<file path="config.mk">
export PLATFORM = sky130hd
export DESIGN_NAME = mem_bus_scheduler_flat
export DESIGN_NICKNAME = d
export VERILOG_FILES = /design/src/rtl/mem_bus_scheduler_if.sv /design/src/rtl/mem_bus_scheduler.sv /design/src/flat_wrapper.sv
export SDC_FILE = /design/constraint.sdc
export NUM_CORES = 1
export LEC_CHECK = 0
export BUFFER_PORTS_ARGS = -buffer_cell sky130_fd_sc_hd__buf_2
export CAP_MARGIN = 20
export CORE_MARGIN = 3
export CORE_UTILIZATION = 43
export CTS_CLUSTER_DIAMETER = 200
export DETAILED_ROUTE_END_ITERATION = 16
export PLACE_DENSITY = 0.77
export REMOVE_ABC_BUFFERS = 1
export SETUP_SLACK_MARGIN = 0.5
export SLEW_MARGIN = 20
export SYNTH_ARGS = -nofsm -noshare
export SYNTH_HDL_FRONTEND = slang
export SYNTH_SLANG_ARGS = --single-unit
</file>
<file path="constraint.sdc">
create_clock -name clk -period 1.85 [get_ports clk]
set_input_delay 0.0925 -clock clk [delete_from_list [all_inputs] [get_ports clk]]
set_output_delay 0.0925 -clock clk [all_outputs]
set_load 0.1 [all_outputs]
</file>
<file path="src/rtl/mem_bus_scheduler_if.sv">
// Request/response and memory-bus signal bundle for mem_bus_scheduler.
// master: the scheduler itself (drives readies, responses and the memory bus).
// slave : the requesters and the memory model (drive requests and completions).
interface mem_bus_scheduler_if #(
   parameter int ADDR_WIDTH = 32,
   parameter int DATA_WIDTH = 32
);
   // Port 0: instruction fetch, read-only
   logic                  p0_req_valid;
   logic [ADDR_WIDTH-1:0] p0_addr;
   logic                  p0_req_ready;
   logic                  p0_rsp_valid;
   logic [DATA_WIDTH-1:0] p0_rdata;

   // Port 1: load/store MMU, read/write
   logic                  p1_req_valid;
   logic [ADDR_WIDTH-1:0] p1_addr;
   logic                  p1_we;
   logic [DATA_WIDTH-1:0] p1_wdata;
   logic                  p1_req_ready;
   logic                  p1_rsp_valid;
   logic [DATA_WIDTH-1:0] p1_rdata;

   // Shared main-memory bus
   logic                  mem_req_valid;
   logic [ADDR_WIDTH-1:0] mem_addr;
   logic                  mem_we;
   logic [DATA_WIDTH-1:0] mem_wdata;
   logic [DATA_WIDTH-1:0] mem_rdata;
   logic                  mem_data_valid;

   modport master (
      input  p0_req_valid, p0_addr,
      output p0_req_ready, p0_rsp_valid, p0_rdata,
      input  p1_req_valid, p1_addr, p1_we, p1_wdata,
      output p1_req_ready, p1_rsp_valid, p1_rdata,
      output mem_req_valid, mem_addr, mem_we, mem_wdata,
      input  mem_rdata, mem_data_valid
   );

   modport slave (
      output p0_req_valid, p0_addr,
      input  p0_req_ready, p0_rsp_valid, p0_rdata,
      output p1_req_valid, p1_addr, p1_we, p1_wdata,
      input  p1_req_ready, p1_rsp_valid, p1_rdata,
      input  mem_req_valid, mem_addr, mem_we, mem_wdata,
      output mem_rdata, mem_data_valid
   );
endinterface

</file>
<file path="src/rtl/mem_bus_scheduler.sv">
// Shared main-memory bus scheduler between instruction fetch (port 0) and
// the load/store MMU (port 1). One transaction in flight at a time.
//
// state | meaning
// ------+-------------------------------------------------------------
// IDLE  | no transaction; grant a request unless stalled or flushing
// BUSY  | mem_req_valid held; waiting for mem_data_valid or timeout
// RESP  | one-cycle rsp_valid pulse to the owning port
//
// Arbitration is data-first: port 1 wins a tie unless port 0 has been passed
// over STARVE_LIMIT times in a row while waiting.
module mem_bus_scheduler #(
   parameter int ADDR_WIDTH   = 32,
   parameter int DATA_WIDTH   = 32,
   parameter int STARVE_LIMIT = 4,
   parameter int TIMEOUT      = 64
) (
   input  logic                clk,
   input  logic                reset,
   input  logic                system_flush,
   input  logic                system_stall,
   mem_bus_scheduler_if.master bus,
   output logic                timeout_err
);

   localparam int SW = $clog2(STARVE_LIMIT + 1);
   localparam int TW = $clog2(TIMEOUT);
   localparam logic [SW-1:0] STARVE_MAX = SW'(STARVE_LIMIT);
   localparam logic [TW-1:0] TO_LAST    = TW'(TIMEOUT - 1);

   typedef enum logic [1:0] {
      S_IDLE = 2'd0,
      S_BUSY = 2'd1,
      S_RESP = 2'd2
   } state_t;

   state_t                state;
   state_t                state_nxt;
   logic                  owner;        // 0 = port 0, 1 = port 1
   logic [ADDR_WIDTH-1:0] addr_q;
   logic                  we_q;
   logic [DATA_WIDTH-1:0] wdata_q;
   logic [DATA_WIDTH-1:0] p0_rdata_q;
   logic [DATA_WIDTH-1:0] p1_rdata_q;
   logic [SW-1:0]         starve_cnt;
   logic [TW-1:0]         to_cnt;

   logic can_grant;
   logic grant_p0;
   logic grant_p1;
   logic flush_p0;
   logic rd_done;

   // Grant selection; reset gating keeps readies low while reset is held
   always_comb begin
      can_grant = (state == S_IDLE) && !system_stall && !system_flush && !reset;
      grant_p0  = can_grant && bus.p0_req_valid &&
                  (!bus.p1_req_valid || (starve_cnt == STARVE_MAX));
      grant_p1  = can_grant && bus.p1_req_valid && !grant_p0;
      // A flush only kills speculative instruction fetches; MMU traffic completes.
      flush_p0  = system_flush && !owner;
      rd_done   = (state == S_BUSY) && bus.mem_data_valid && !flush_p0 && !we_q;
   end

   // Next-state and output decode
   always_comb begin
      state_nxt         = state;
      bus.p0_req_ready  = 1'b0;
      bus.p1_req_ready  = 1'b0;
      bus.p0_rsp_valid  = 1'b0;
      bus.p1_rsp_valid  = 1'b0;
      bus.mem_req_valid = 1'b0;
      bus.mem_addr      = '0;
      bus.mem_we        = 1'b0;
      bus.mem_wdata     = '0;
      timeout_err       = 1'b0;
      case (state)
         S_IDLE: begin
            bus.p0_req_ready = grant_p0;
            bus.p1_req_ready = grant_p1;
            if (grant_p0 || grant_p1) begin
               state_nxt = S_BUSY;
            end
         end
         S_BUSY: begin
            bus.mem_req_valid = 1'b1;
            bus.mem_addr      = addr_q;
            bus.mem_we        = we_q;
            bus.mem_wdata     = wdata_q;
            // Flush beats a same-cycle completion; completion beats timeout.
            if (flush_p0) begin
               state_nxt = S_IDLE;
            end else if (bus.mem_data_valid) begin
               state_nxt = S_RESP;
            end else if (to_cnt == TO_LAST) begin
               timeout_err = 1'b1;
               state_nxt   = S_IDLE;
            end
         end
         S_RESP: begin
            bus.p0_rsp_valid = !owner && !system_flush;
            bus.p1_rsp_valid = owner;
            state_nxt        = S_IDLE;
         end
         default: begin
            state_nxt = S_IDLE;
         end
      endcase
      bus.p0_rdata = p0_rdata_q;
      bus.p1_rdata = p1_rdata_q;
   end

   // State register
   always_ff @(posedge clk) begin
      if (reset) begin
         state <= S_IDLE;
      end else begin
         state <= state_nxt;
      end
   end

   // Latch the accepted request; port 0 is always a read
   always_ff @(posedge clk) begin
      if (reset) begin
         owner   <= 1'b0;
         addr_q  <= '0;
         we_q    <= 1'b0;
         wdata_q <= '0;
      end else if (grant_p0) begin
         owner   <= 1'b0;
         addr_q  <= bus.p0_addr;
         we_q    <= 1'b0;
         wdata_q <= '0;
      end else if (grant_p1) begin
         owner   <= 1'b1;
         addr_q  <= bus.p1_addr;
         we_q    <= bus.p1_we;
         wdata_q <= bus.p1_wdata;
      end
   end

   // Starvation guard: count port-1 wins that left port 0 waiting
   always_ff @(posedge clk) begin
      if (reset) begin
         starve_cnt <= '0;
      end else if (grant_p0) begin
         starve_cnt <= '0;
      end else if (grant_p1 && bus.p0_req_valid && (starve_cnt != STARVE_MAX)) begin
         starve_cnt <= starve_cnt + SW'(1);
      end
   end

   // Response timeout counter, restarts on every entry into BUSY
   always_ff @(posedge clk) begin
      if (reset) begin
         to_cnt <= '0;
      end else if (state == S_BUSY) begin
         to_cnt <= to_cnt + TW'(1);
      end else begin
         to_cnt <= '0;
      end
   end

   // Per-port read data; writes leave the last read value in place
   always_ff @(posedge clk) begin
      if (reset) begin
         p0_rdata_q <= '0;
         p1_rdata_q <= '0;
      end else if (rd_done) begin
         if (owner) begin
            p1_rdata_q <= bus.mem_rdata;
         end else begin
            p0_rdata_q <= bus.mem_rdata;
         end
      end
   end

endmodule

</file>
<file path="src/flat_wrapper.sv">
// flat-port wrapper written by rule: the top's interface ports become plain ports
module mem_bus_scheduler_flat 
#(
   parameter int ADDR_WIDTH   = 32,
   parameter int DATA_WIDTH   = 32,
   parameter int STARVE_LIMIT = 4,
   parameter int TIMEOUT      = 64
)
  (clk, reset, system_flush, system_stall, timeout_err, bus_p0_req_valid, bus_p0_addr, bus_p0_req_ready, bus_p0_rsp_valid, bus_p0_rdata, bus_p1_req_valid, bus_p1_addr, bus_p1_we, bus_p1_wdata, bus_p1_req_ready, bus_p1_rsp_valid, bus_p1_rdata, bus_mem_req_valid, bus_mem_addr, bus_mem_we, bus_mem_wdata, bus_mem_rdata, bus_mem_data_valid);
  mem_bus_scheduler_if #(.ADDR_WIDTH(ADDR_WIDTH), .DATA_WIDTH(DATA_WIDTH)) bus_i ();
  input  logic clk;
  input  logic reset;
  input  logic system_flush;
  input  logic system_stall;
  output logic timeout_err;
  input wire logic [$bits(bus_i.p0_req_valid)-1:0] bus_p0_req_valid;
  input wire logic [$bits(bus_i.p0_addr)-1:0] bus_p0_addr;
  output wire logic [$bits(bus_i.p0_req_ready)-1:0] bus_p0_req_ready;
  output wire logic [$bits(bus_i.p0_rsp_valid)-1:0] bus_p0_rsp_valid;
  output wire logic [$bits(bus_i.p0_rdata)-1:0] bus_p0_rdata;
  input wire logic [$bits(bus_i.p1_req_valid)-1:0] bus_p1_req_valid;
  input wire logic [$bits(bus_i.p1_addr)-1:0] bus_p1_addr;
  input wire logic [$bits(bus_i.p1_we)-1:0] bus_p1_we;
  input wire logic [$bits(bus_i.p1_wdata)-1:0] bus_p1_wdata;
  output wire logic [$bits(bus_i.p1_req_ready)-1:0] bus_p1_req_ready;
  output wire logic [$bits(bus_i.p1_rsp_valid)-1:0] bus_p1_rsp_valid;
  output wire logic [$bits(bus_i.p1_rdata)-1:0] bus_p1_rdata;
  output wire logic [$bits(bus_i.mem_req_valid)-1:0] bus_mem_req_valid;
  output wire logic [$bits(bus_i.mem_addr)-1:0] bus_mem_addr;
  output wire logic [$bits(bus_i.mem_we)-1:0] bus_mem_we;
  output wire logic [$bits(bus_i.mem_wdata)-1:0] bus_mem_wdata;
  input wire logic [$bits(bus_i.mem_rdata)-1:0] bus_mem_rdata;
  input wire logic [$bits(bus_i.mem_data_valid)-1:0] bus_mem_data_valid;
  assign bus_i.p0_req_valid = bus_p0_req_valid;
  assign bus_i.p0_addr = bus_p0_addr;
  assign bus_p0_req_ready = bus_i.p0_req_ready;
  assign bus_p0_rsp_valid = bus_i.p0_rsp_valid;
  assign bus_p0_rdata = bus_i.p0_rdata;
  assign bus_i.p1_req_valid = bus_p1_req_valid;
  assign bus_i.p1_addr = bus_p1_addr;
  assign bus_i.p1_we = bus_p1_we;
  assign bus_i.p1_wdata = bus_p1_wdata;
  assign bus_p1_req_ready = bus_i.p1_req_ready;
  assign bus_p1_rsp_valid = bus_i.p1_rsp_valid;
  assign bus_p1_rdata = bus_i.p1_rdata;
  assign bus_mem_req_valid = bus_i.mem_req_valid;
  assign bus_mem_addr = bus_i.mem_addr;
  assign bus_mem_we = bus_i.mem_we;
  assign bus_mem_wdata = bus_i.mem_wdata;
  assign bus_i.mem_rdata = bus_mem_rdata;
  assign bus_i.mem_data_valid = bus_mem_data_valid;
  mem_bus_scheduler #(.ADDR_WIDTH(ADDR_WIDTH), .DATA_WIDTH(DATA_WIDTH), .STARVE_LIMIT(STARVE_LIMIT), .TIMEOUT(TIMEOUT)) u_core (.clk(clk), .reset(reset), .system_flush(system_flush), .system_stall(system_stall), .bus(bus_i), .timeout_err(timeout_err));
endmodule
</file>
==> flow_summary.ini, run 1 <==
[placement]
gp_congestion = 0.767
hpwl_um = 13200
port-buffer-count = 270
placed_area_sq_um = 8620
place_inst = 1116

[synth]
async_flop_share_pct = 0
synth_edf_count = 0
ys_ff_latch = 141
synth_cell_types = 35
syn_area_sq_um = 6000
yosysWarnings = 0
yosysSeqAreaShare_pct = 47.1
syn_area_per_cell_sq_um = 8.53
ys.flop_type = dfxtp_1
synthCells = 703

[clock_tree]
htree_levels = 4
cts_buffer_depth = 2
cts_root_buffer = clkbuf_16
cts_made_buffers = 17
cts.sinks = 141

[die]
die_x_um = 124
rows = 42
fp.dieH_um = 124
ios = 271
start_util_pct = 44.6

[global_routing]
grt_overflow = 493
grt_max_degree = 70
grt.total_usage_pct = 85.9

[sta]
worstEpCategory = sequential cell input
crit_endpoint = u_core.addr_q[15]$_SDFFE_PP0P_/D

[run_status]
error = [ERROR GRT-0232] Routing congestion too high. Check the congestion heatmap in the GUI.
outcome = aborted with a tool error
failing_step = global routing (5_1_grt)
[synthesized netlist by cell type, types with 2 or more instances]
cell type,number,area [sq um]
buf_1,2,7.51
a21oi_1,111,556
buf_6,9,101
ha_1,3,37.5
nor2_2,2,12.5
inv_1,36,135
nand2b_1,3,18.8
nand2_1,190,713
or2_2,2,12.5
o221a_2,20,225
and2_1,68,425
clkbuf_1,38,143
nor2b_1,2,12.5
a221oi_2,32,480
nand3_1,3,15.0
buf_2,6,30.0
nor4_1,2,12.5
and3_1,2,12.5
xnor2_1,4,35.0
dfxtp_1,141,2820
nor2_1,12,45.0
nor3b_1,2,15.0
[kinds of logic after synthesis]
| kind of cell | Yosys count | share of synthesized area (%) |
|---|---|---|
| compound gates | 166 | 21.4 |
| xor+xnor | 5 | 0.730 |
| fa+ha+maj | 3 | 0.626 |
| buf+inv | 93 | 7.41 |
| flops | 141 | 47.1 |
| simple gates | 295 | 22.8 |
[what timing repair did]
item / in CTS
setup endpoints to repair: 206
pin swaps: 123
gates cloned: 24
resized for setup: 206
hold endpoints to repair: 131
buffers inserted: 55
hold buffers: 131
[stage by stage]
step	worst slack, ns	TNS [ns]
CTS	-0.184	-7.83
global placement	0.0265	0
floorplan	-3.33	-231.54
detailed placement	-0.0146	-0.0556
[layer usage]
metal	overflow	global-route usage (%)
met5	0	8.33
met4	173	100
met3	9	70.2
met2	310	106
met1	1	79.3
==> run 2, diff against run 1 <==
- CORE_UTILIZATION: 43 -> 40
- CTS_CLUSTER_DIAMETER: 200 -> unset
- PLACE_DENSITY: 0.77 -> unset
- PLACE_DENSITY_LB_ADDON: unset -> 0.15
- SETUP_SLACK_MARGIN: 0.5 -> unset
- clock period: 1.85 -> 2.4 ns (I/O delays scaled with it)
==> run 2 against run 1 <==
Net effect:
- the run now ends clean
- synthesized cell count unchanged
- area after synthesis unchanged
==> flow_summary.ini, run 2 <==
[setup_path]
startpoint = u_core.state[1]
r2r_cells = 5
path_class = reg -> out
r2r_slack_ns = 0.33
path_max_fanout = 41
arrival_ns = 2.13
r2r_start = u_core.state[1]
critPathCaptureType = primary output
required_ns = 2.28
r2r_end = u_core.addr_q[10]
critPathLaunchType = flop

[sta]
period_minus_slack_ns = 2.25
fin_crit_sh_pct = 93.7
rsz0062_at_grt = no
setup_viol = 0
fmax_mhz = 445
drv_slew = 0
max_slew.worst_pin.slew_ns = 0.716
skew_ns = 0.0107
hold_viol_final = 0
whs_ns = 0.0277
worst_slew_margin_rel_pct = 52.2

[placement]
hpwl_um = 12500
port-buffer-count = 270
gp_congestion = 0.791

[global_routing]
grt_max_degree = 68
grt_overflow = 0
grt.total_usage_pct = 23.8
grt_pass1_vias = 6252
antenna_found_initial = 1
grt_pass1_wl_um = 31600

[clock_tree]
cts_made_buffers = 17
cts_tree = done
htree_levels = 4
cts.sinks = 141
clk_pin_slew_ns = 0.06
cts_root_buffer = clkbuf_16
cts_buffer_depth = 2
clock_latency_ns = 0.42

[detailed_routing]
vias = 6266
antenna_left = 0
drc = 0
wl_per_cell_um = 15.8
wl_um = 20200
drtIter0Drc = 369
drt_pass1_iterations = 4
vias_per_cell = 4.90

[synth]
syn_area_sq_um = 6000
synth_top_area_share_pct = 47.1
syn_area_per_cell_sq_um = 8.53
synth_common_cells = nand2_1, dfxtp_1, a21oi_1
yosysSeqAreaShare_pct = 47.1
synthCells = 703
yosysMostFrequentCell = nand2_1
async_flop_share_pct = 0
synth_cell_types = 35
ys.flop_type = dfxtp_1
synth_edf_count = 0
yosysWarnings = 0
ys_ff_latch = 141
synth_top_area_cell = dfxtp_1
synth_area_leaders = dfxtp_1, nand2_1, a21oi_1

[power_and_ir_drop]
switchingPower_mw = 1.34
p_seq_share_pct = 42.5
leakage_nw = 4.33
clockPowerShare_pct = 46.9
p_per_area_nw_per_um2 = 547
swShare_pct = 23.6
combPwrFrac_pct = 10.6
p_int_mw = 4.33
vdd_drop_max_v = 0.000435

[cells_and_area]
drive_gt1_share_pct = 34.4
final_cell_mix = buf_2, nand2_1, dfxtp_1
nNetsFinal = 1219
final_common_cell = buf_2
area_growth_syn_to_layout_pct = 72.7
fin_util_pct = 71.0

[die]
fp.dieH_um = 128
die_x_um = 128
rows = 44
ios = 271
start_util_pct = 41.1
die_area_sq_um = 16500
core-area_sq_um = 14600

[worst_hold_path]
min_path_cells = 3
min_from = bus_p1_req_valid
holdPathEnd = u_core.starve_cnt[2]
hp-class = in -> reg

[run_status]
outcome = complete, no violations

[run]
cap_violations = 0
[run 2: timing repair]
action / 4_1_cts / 5_1_grt
hold buffers: 130 / 0
endpoints found under the hold margin: 130 / 0
gates resized for setup: 0 / 1
endpoints found under the setup margin: 0 / 2
setup buffers: 0 / 1
[run 2: logic make-up after synthesis]
logic type | count (synthesis) | synth area share [%]
and+or+nand+nor | 295 | 22.8
AOI/OAI and AO/OA | 166 | 21.4
DFF | 141 | 47.1
buffers and inverters | 93 | 7.41
xor gates and xnor gates | 5 | 0.730
adders and majority gates | 3 | 0.626
[run 2: cell type report]
class | count | area [sq um]
clock inverters | 14 | 170
repair buffers | 415 | 3830
well taps | 184 | 230
inverters | 36 | 135
fillers | 1102 | 4240
clock buffers | 18 | 429
multi-input cells | 469 | 2730
flip-flops and latches | 141 | 2820
diodes | 3 | 7.51
[run 2: power by group through the flow]
| stage | registers, mW | logic, mW | clock network (mW) |
|---|---|---|---|
| global route | 2.41 | 0.645 | 2.81 |
| detailed placement | 2.46 | 0.419 | 0 |
| global placement | 2.45 | 0.415 | 0 |
| CTS | 2.40 | 0.592 | 2.70 |
| floorplan | 2.48 | 0.169 | 0 |
| finish | 2.41 | 0.600 | 2.66 |
[run 2: layer usage]
layer  track usage, %  wire, um
met3             7.89      1580
met4             9.30       544
met5                0         0
met1             28.0      8330
met2             40.0      9730
[run 2: how the worst max path moves through the flow]
| stage | end | slack (ns) |
|---|---|---|
| after global routing | bus_p0_req_ready | 0.06 |
| after detailed placement | u_core.addr_q[26] | 0.28 |
| after global placement | u_core.addr_q[2] | 0.35 |
| after floorplan | u_core.wdata_q[0] | -2.78 |
| after CTS | bus_p0_req_ready | 0.01 |
| final | bus_p0_req_ready | 0.15 |
[run 2: metrics by stage]
stage               instance area (sq um)  setup slack, ns  setup TNS [ns]  std cells  total power [mW]
finish                              10400            0.151               0       1280              5.66
detailed placement                   8440            0.276               0       1114              2.87
floorplan                            5690            -2.78         -155.25        646              2.65
global route                        10300           0.0555               0       1278              5.87
CTS                                 10300           0.0127               0       1276              5.70
global placement                     8440            0.352               0       1114              2.87
[run 2: critical path, stage by stage (launching register included)]
cell and delay [ns]:
dfxtp_1 0.34, or4_4 0.57, nor3_4 0.28, buf_12 0.29, buf_12 0.21
(Power assumes the default switching activity.)
==> run 3, diff against run 2 <==
--- a/config.mk
+++ b/config.mk
@@ -9,4 +9,5 @@
 export CAP_MARGIN = 20
-export CORE_MARGIN = 3
+export CORE_MARGIN = 2
 export CORE_UTILIZATION = 40
+export CTS_CLUSTER_SIZE = 12
 export DETAILED_ROUTE_END_ITERATION = 16
--- a/constraint.sdc
+++ b/constraint.sdc
@@ -3,2 +3,2 @@
 set_output_delay 0.12 -clock clk [all_outputs]
-set_load 0.1 [all_outputs]
+set_load 0.01 [all_outputs]
==> run 3 against run 2 <==
Net effect:
- via count about the same
- highest routed layer unchanged
- fmax decreased by 0.95%
- setup slack got worse by 0.022 ns
- core utilization decreased by 6.7 points
- largest cell class unchanged
==> flow_summary.ini, run 3 (synthesis gave the netlist of run 2 again) <==
[die]
ios = 271
fp.dieH_um = 126
die_x_um = 126
rows = 44
die_area_sq_um = 16000
core-area_sq_um = 14600
start_util_pct = 41.1

[global_routing]
grt.total_usage_pct = 23.8
grt_max_degree = 96
antenna_found_initial = 0
grt_overflow = 0
grt_pass1_wl_um = 31000
grt_pass1_vias = 6117

[setup_path]
required_ns = 2.28
crit_family = simple AND/OR/NAND/NOR gates
critPathCaptureType = primary output
path_class = reg -> out
max_stage_delay_ns = 0.57
path_max_fanout = 33
crit_chain = or4_4 -> nor3_4 -> buf_12 -> buf_2
cp_slowest_cell = or4_4
critPathBufInv = 2
r2r_start = u_core.state[1]
startpoint = u_core.state[1]
critPathLaunchType = flop
r2r_slack_ns = 0.37
arrival_ns = 2.15

[clock_tree]
htree_levels = 4
cts_made_buffers = 17
cts_buffer_depth = 2
cts.sinks = 141
clock_latency_ns = 0.41
clk_pin_slew_ns = 0.06
cts_tree = done
cts_root_buffer = clkbuf_16

[power_and_ir_drop]
p_seq_share_pct = 42.4
swShare_pct = 22.0
leakage_nw = 4.18
p_int_mw = 4.43
clockPowerShare_pct = 48.4
p_per_area_nw_per_um2 = 606
combPwrFrac_pct = 9.2
vdd_drop_max_v = 0.000411
switchingPower_mw = 1.25
total_power_mw = 5.68

[detailed_routing]
drtIter0Drc = 322
wl_per_cell_um = 15.4
highest_layer = met4
drt_pass1_iterations = 5
drc = 0
wl_met3_um = 1560
wl_met2_um = 9370
wl_um = 19600
wl_met1_um = 8170
antenna_left = 0
vias_per_cell = 4.91
vias = 6269

[placement]
place_inst = 1111
hpwl_um = 11400
gp_congestion = 0.785
post-place-ws_ns = 0.313
port-buffer-count = 270
placed_area_sq_um = 7390

[cells_and_area]
diodes = 0
multi_input_area_sq_um = 2730
final_common_cell = buf_2
fin_util_pct = 64.2
nFillCells = 1210
area_growth_syn_to_layout_pct = 56.3
final_cell_area_sq_um = 9370
final_cell_mix = buf_2, nand2_1, dfxtp_1
regArea_sq_um = 2820
drive_gt1_share_pct = 34.1
instances_no_fill = 1276
nNetsFinal = 1218

[worst_hold_path]
hp-class = in -> reg
min_from = system_flush

[sta]
worst_slack_ns = 0.129
finalSetupTns_ns = 0
rsz0062_at_grt = no
fin_crit_sh_pct = 94.6
hold_viol_final = 0
max_slew.worst_pin.slew_ns = 0.728
setup_viol = 0
fmax_mhz = 440
period_minus_slack_ns = 2.27
whs_ns = 0.174
worst_slew_margin_rel_pct = 51.4
skew_ns = 0.00973
drv_slew = 0

[run_status]
outcome = complete, no violations

[run]
cap_violations = 0
[run 3: cell type report]
cell class	instances	area share, %
Tap cell	184	2.46
Timing Repair Buffer	414	30.2
Sequential cell	141	30.1
Inverter	36	1.44
Multi-Input combinational cell	469	29.2
Clock inverter	9	1.43
Clock buffer	23	5.21
[run 3: timing repair]
item	4_1_cts	5_1_grt
pin swaps	0	1
resized for setup	0	1
hold endpoints to repair	131	0
cloned	1	0
setup buffers	0	0
endpoints found under the setup margin	1	2
hold buffers	132	0
[run 3: layer usage]
| metal | GRT usage, % | up-vias |
|---|---|---|
| met5 | 0 | - |
| met4 | 9.83 | 0 |
| met3 | 6.96 | 42 |
| met2 | 39.8 | 264 |
| met1 | 28.7 | 2881 |
| li1 | - | 3082 |
[run 3: power groups by stage]
stage | Sequential [mW] | Combinational (mW) | Clock, mW
after floorplan | 2.45 | 0.137 | 0
after global placement | 2.46 | 0.338 | 0
after detailed placement | 2.46 | 0.341 | 0
after CTS | 2.40 | 0.516 | 2.79
after global routing | 2.41 | 0.565 | 2.91
final | 2.41 | 0.525 | 2.75
[run 3: final timing paths]
kind                  endpoint  cells after the start
max           bus_p0_req_ready                      4
min            u_core.state[1]                      3
max reg2reg  u_core.addr_q[12]                      5
min reg2reg   u_core.to_cnt[0]                      1
[run 3: worst reg2reg max path, stage by stage, from the launching register on]
cell      delay (ns)
dfxtp_1         0.34
or4_4           0.57
nor3_4          0.39
buf_12          0.26
a21oi_1         0.11
a221oi_2        0.28
==> run 4, diff against run 3 <==
--- a/config.mk
+++ b/config.mk
@@ -15,3 +15,3 @@
 export REMOVE_ABC_BUFFERS = 1
-export SLEW_MARGIN = 20
+export SLEW_MARGIN = 10
 export SYNTH_ARGS = -nofsm -noshare
--- a/constraint.sdc
+++ b/constraint.sdc
@@ -3,2 +3,2 @@
 set_output_delay 0.12 -clock clk [all_outputs]
-set_load 0.01 [all_outputs]
+set_load 0.1 [all_outputs]
==> run 4 against run 3 <==
Net effect:
- die area is the same
- sequential share of layout area shrank 3.3 points
- final area grew 12%
- cell count grew 0.63%
- register-to-register slack lost 0.24 ns
- combinational power grew 17%
- clock-buffer cell count shrank 5
- power grew 3.1%
- setup slack lost 0.085 ns
- via count grew 1.9%
- critical path type unchanged
==> flow_summary.ini, run 4 (synthesis gave the netlist of run 2 again) <==
[global_routing]
grt.total_usage_pct = 24.2
grt_max_degree = 72
grt_pass1_vias = 6324
grt_pass1_wl_um = 31400
antenna_found_initial = 0
grt_overflow = 0

[power_and_ir_drop]
total_power_mw = 5.85
vdd_drop_max_v = 0.000540
p_per_area_nw_per_um2 = 556
leakage_nw = 4.43

[setup_path]
arrival_ns = 2.24
r2r_start = u_core.state[0]
critPathLaunchType = flop
path_max_fanout = 19
r2r_slack_ns = 0.13
path_class = reg -> out
r2r_cells = 8
startpoint = u_core.state[0]
required_ns = 2.28
r2r_end = u_core.addr_q[31]
critPathCaptureType = primary output

[placement]
port-buffer-count = 270
hpwl_um = 12400
gp_congestion = 0.792

[detailed_routing]
antenna_left = 0
drc = 0
vias = 6391
wl_um = 20500
wl_per_cell_um = 16.0
drt_pass1_iterations = 5
drtIter0Drc = 384
vias_per_cell = 4.98

[sta]
worst_slew_margin_rel_pct = 39.0
hold_viol_final = 0
period_minus_slack_ns = 2.36
max_slew.worst_pin.slew_ns = 0.915
fin_crit_sh_pct = 98.2
skew_ns = 0.00902
setup_viol = 0
drv_slew = 0
fmax_mhz = 424

[worst_hold_path]
min_from = reset
holdPathEnd = u_core.addr_q[19]
min_path_cells = 2
hp-class = in -> reg

[clock_tree]
cts.sinks = 141
cts_made_buffers = 17
clk_pin_slew_ns = 0.06
cts_tree = done
cts_buffer_depth = 2
clock_latency_ns = 0.41
cts_root_buffer = clkbuf_16
htree_levels = 4

[cells_and_area]
diodes = 0
drive_gt1_share_pct = 35.1
area_growth_syn_to_layout_pct = 75.7
final_cell_mix = buf_2, nand2_1, dfxtp_1
final_common_cell = buf_2
fin_util_pct = 72.2
nNetsFinal = 1229

[die]
fp.dieH_um = 126
ios = 271
rows = 44
core-area_sq_um = 14600
die_x_um = 126
start_util_pct = 41.1
die_area_sq_um = 16000

[run]
cap_violations = 0

[run_status]
outcome = complete, no violations
## run 4: cell types whose count changed in the layout (fill, tap and decap cells not counted), sizes merged
cell,change
clkbuf,-3
clkinv,-3
buf,+11
bufbuf,-1
bufinv,+2
dlymetal6s4s,+1
clkinvlp,+3
dlygate4sd3,-2
## run 4: routing by layer
layer / wire (um) / track usage [%] / vias to the layer above
met2: 10100 / 42.2 / 271
li1: - / - / 3112
met4: 431 / 8.60 / 0
met1: 8450 / 28.4 / 2973
met3: 1520 / 6.71 / 35
met5: 0 / 0 / -
## run 4: worst max-delay path: stages (launching register included)
cell	delay, ns
dfxtp_2	0.35
or4_4	0.54
nor3_4	0.38
buf_12	0.18
buf_12	0.17
buf_12	0.19
## run 4: final cells by class
cell class | instances | area (sq um)
tap | 184 | 230
fill | 1040 | 4060
inverter | 36 | 135
timing repair buffer | 425 | 3970
multi-input combinational | 469 | 2740
sequential | 141 | 2820
clock buffer | 18 | 439
clock inverter | 11 | 194
## run 4: power breakdown
group          internal (mW)  switching (mW)  total (mW)
registers               2.38          0.0231        2.41
logic                  0.317           0.295       0.612
clock network           1.85           0.980        2.83
total                   4.55            1.30        5.85
## run 4: worst max-delay path by stage
stage	to	slack, ns	cells after the start
after detailed placement	u_core.addr_q[20]	0.30	6
after global routing	bus_p0_req_ready	-0.01	5
after floorplan	u_core.wdata_q[0]	-2.78	4
after global placement	u_core.addr_q[8]	0.35	6
final	bus_p0_req_ready	0.04	5
after CTS	u_core.addr_q[28]	0.02	6
## run 4: stage by stage
| stage | setup TNS (ns) | std cells | setup WS (ns) | cell area (sq um) | hold WS (ns) |
|---|---|---|---|---|---|
| 5_1_grt | -0.0137 | 1284 | -0.0137 | 10500 | 0.0500 |
| 3_5_place_dp | 0 | 1115 | 0.296 | 8470 | 0.369 |
| 3_3_place_gp | 0 | 1115 | 0.353 | 8470 | 0.363 |
| 4_1_cts | 0 | 1275 | 0.0199 | 10400 | 0.0372 |
| 6_report | 0 | 1284 | 0.0443 | 10500 | 0.0554 |
| 2_1_floorplan | -155.25 | 646 | -2.78 | 5690 | 0.186 |
## run 4: what timing repair did
item                                   CTS  global route
setup buffers                            0             7
resized for setup                        0             6
gates cloned                             0             2
pin swaps                                1             6
endpoints found under the hold margin  131             5
hold buffers                           131             5
setup endpoints to repair                1             8
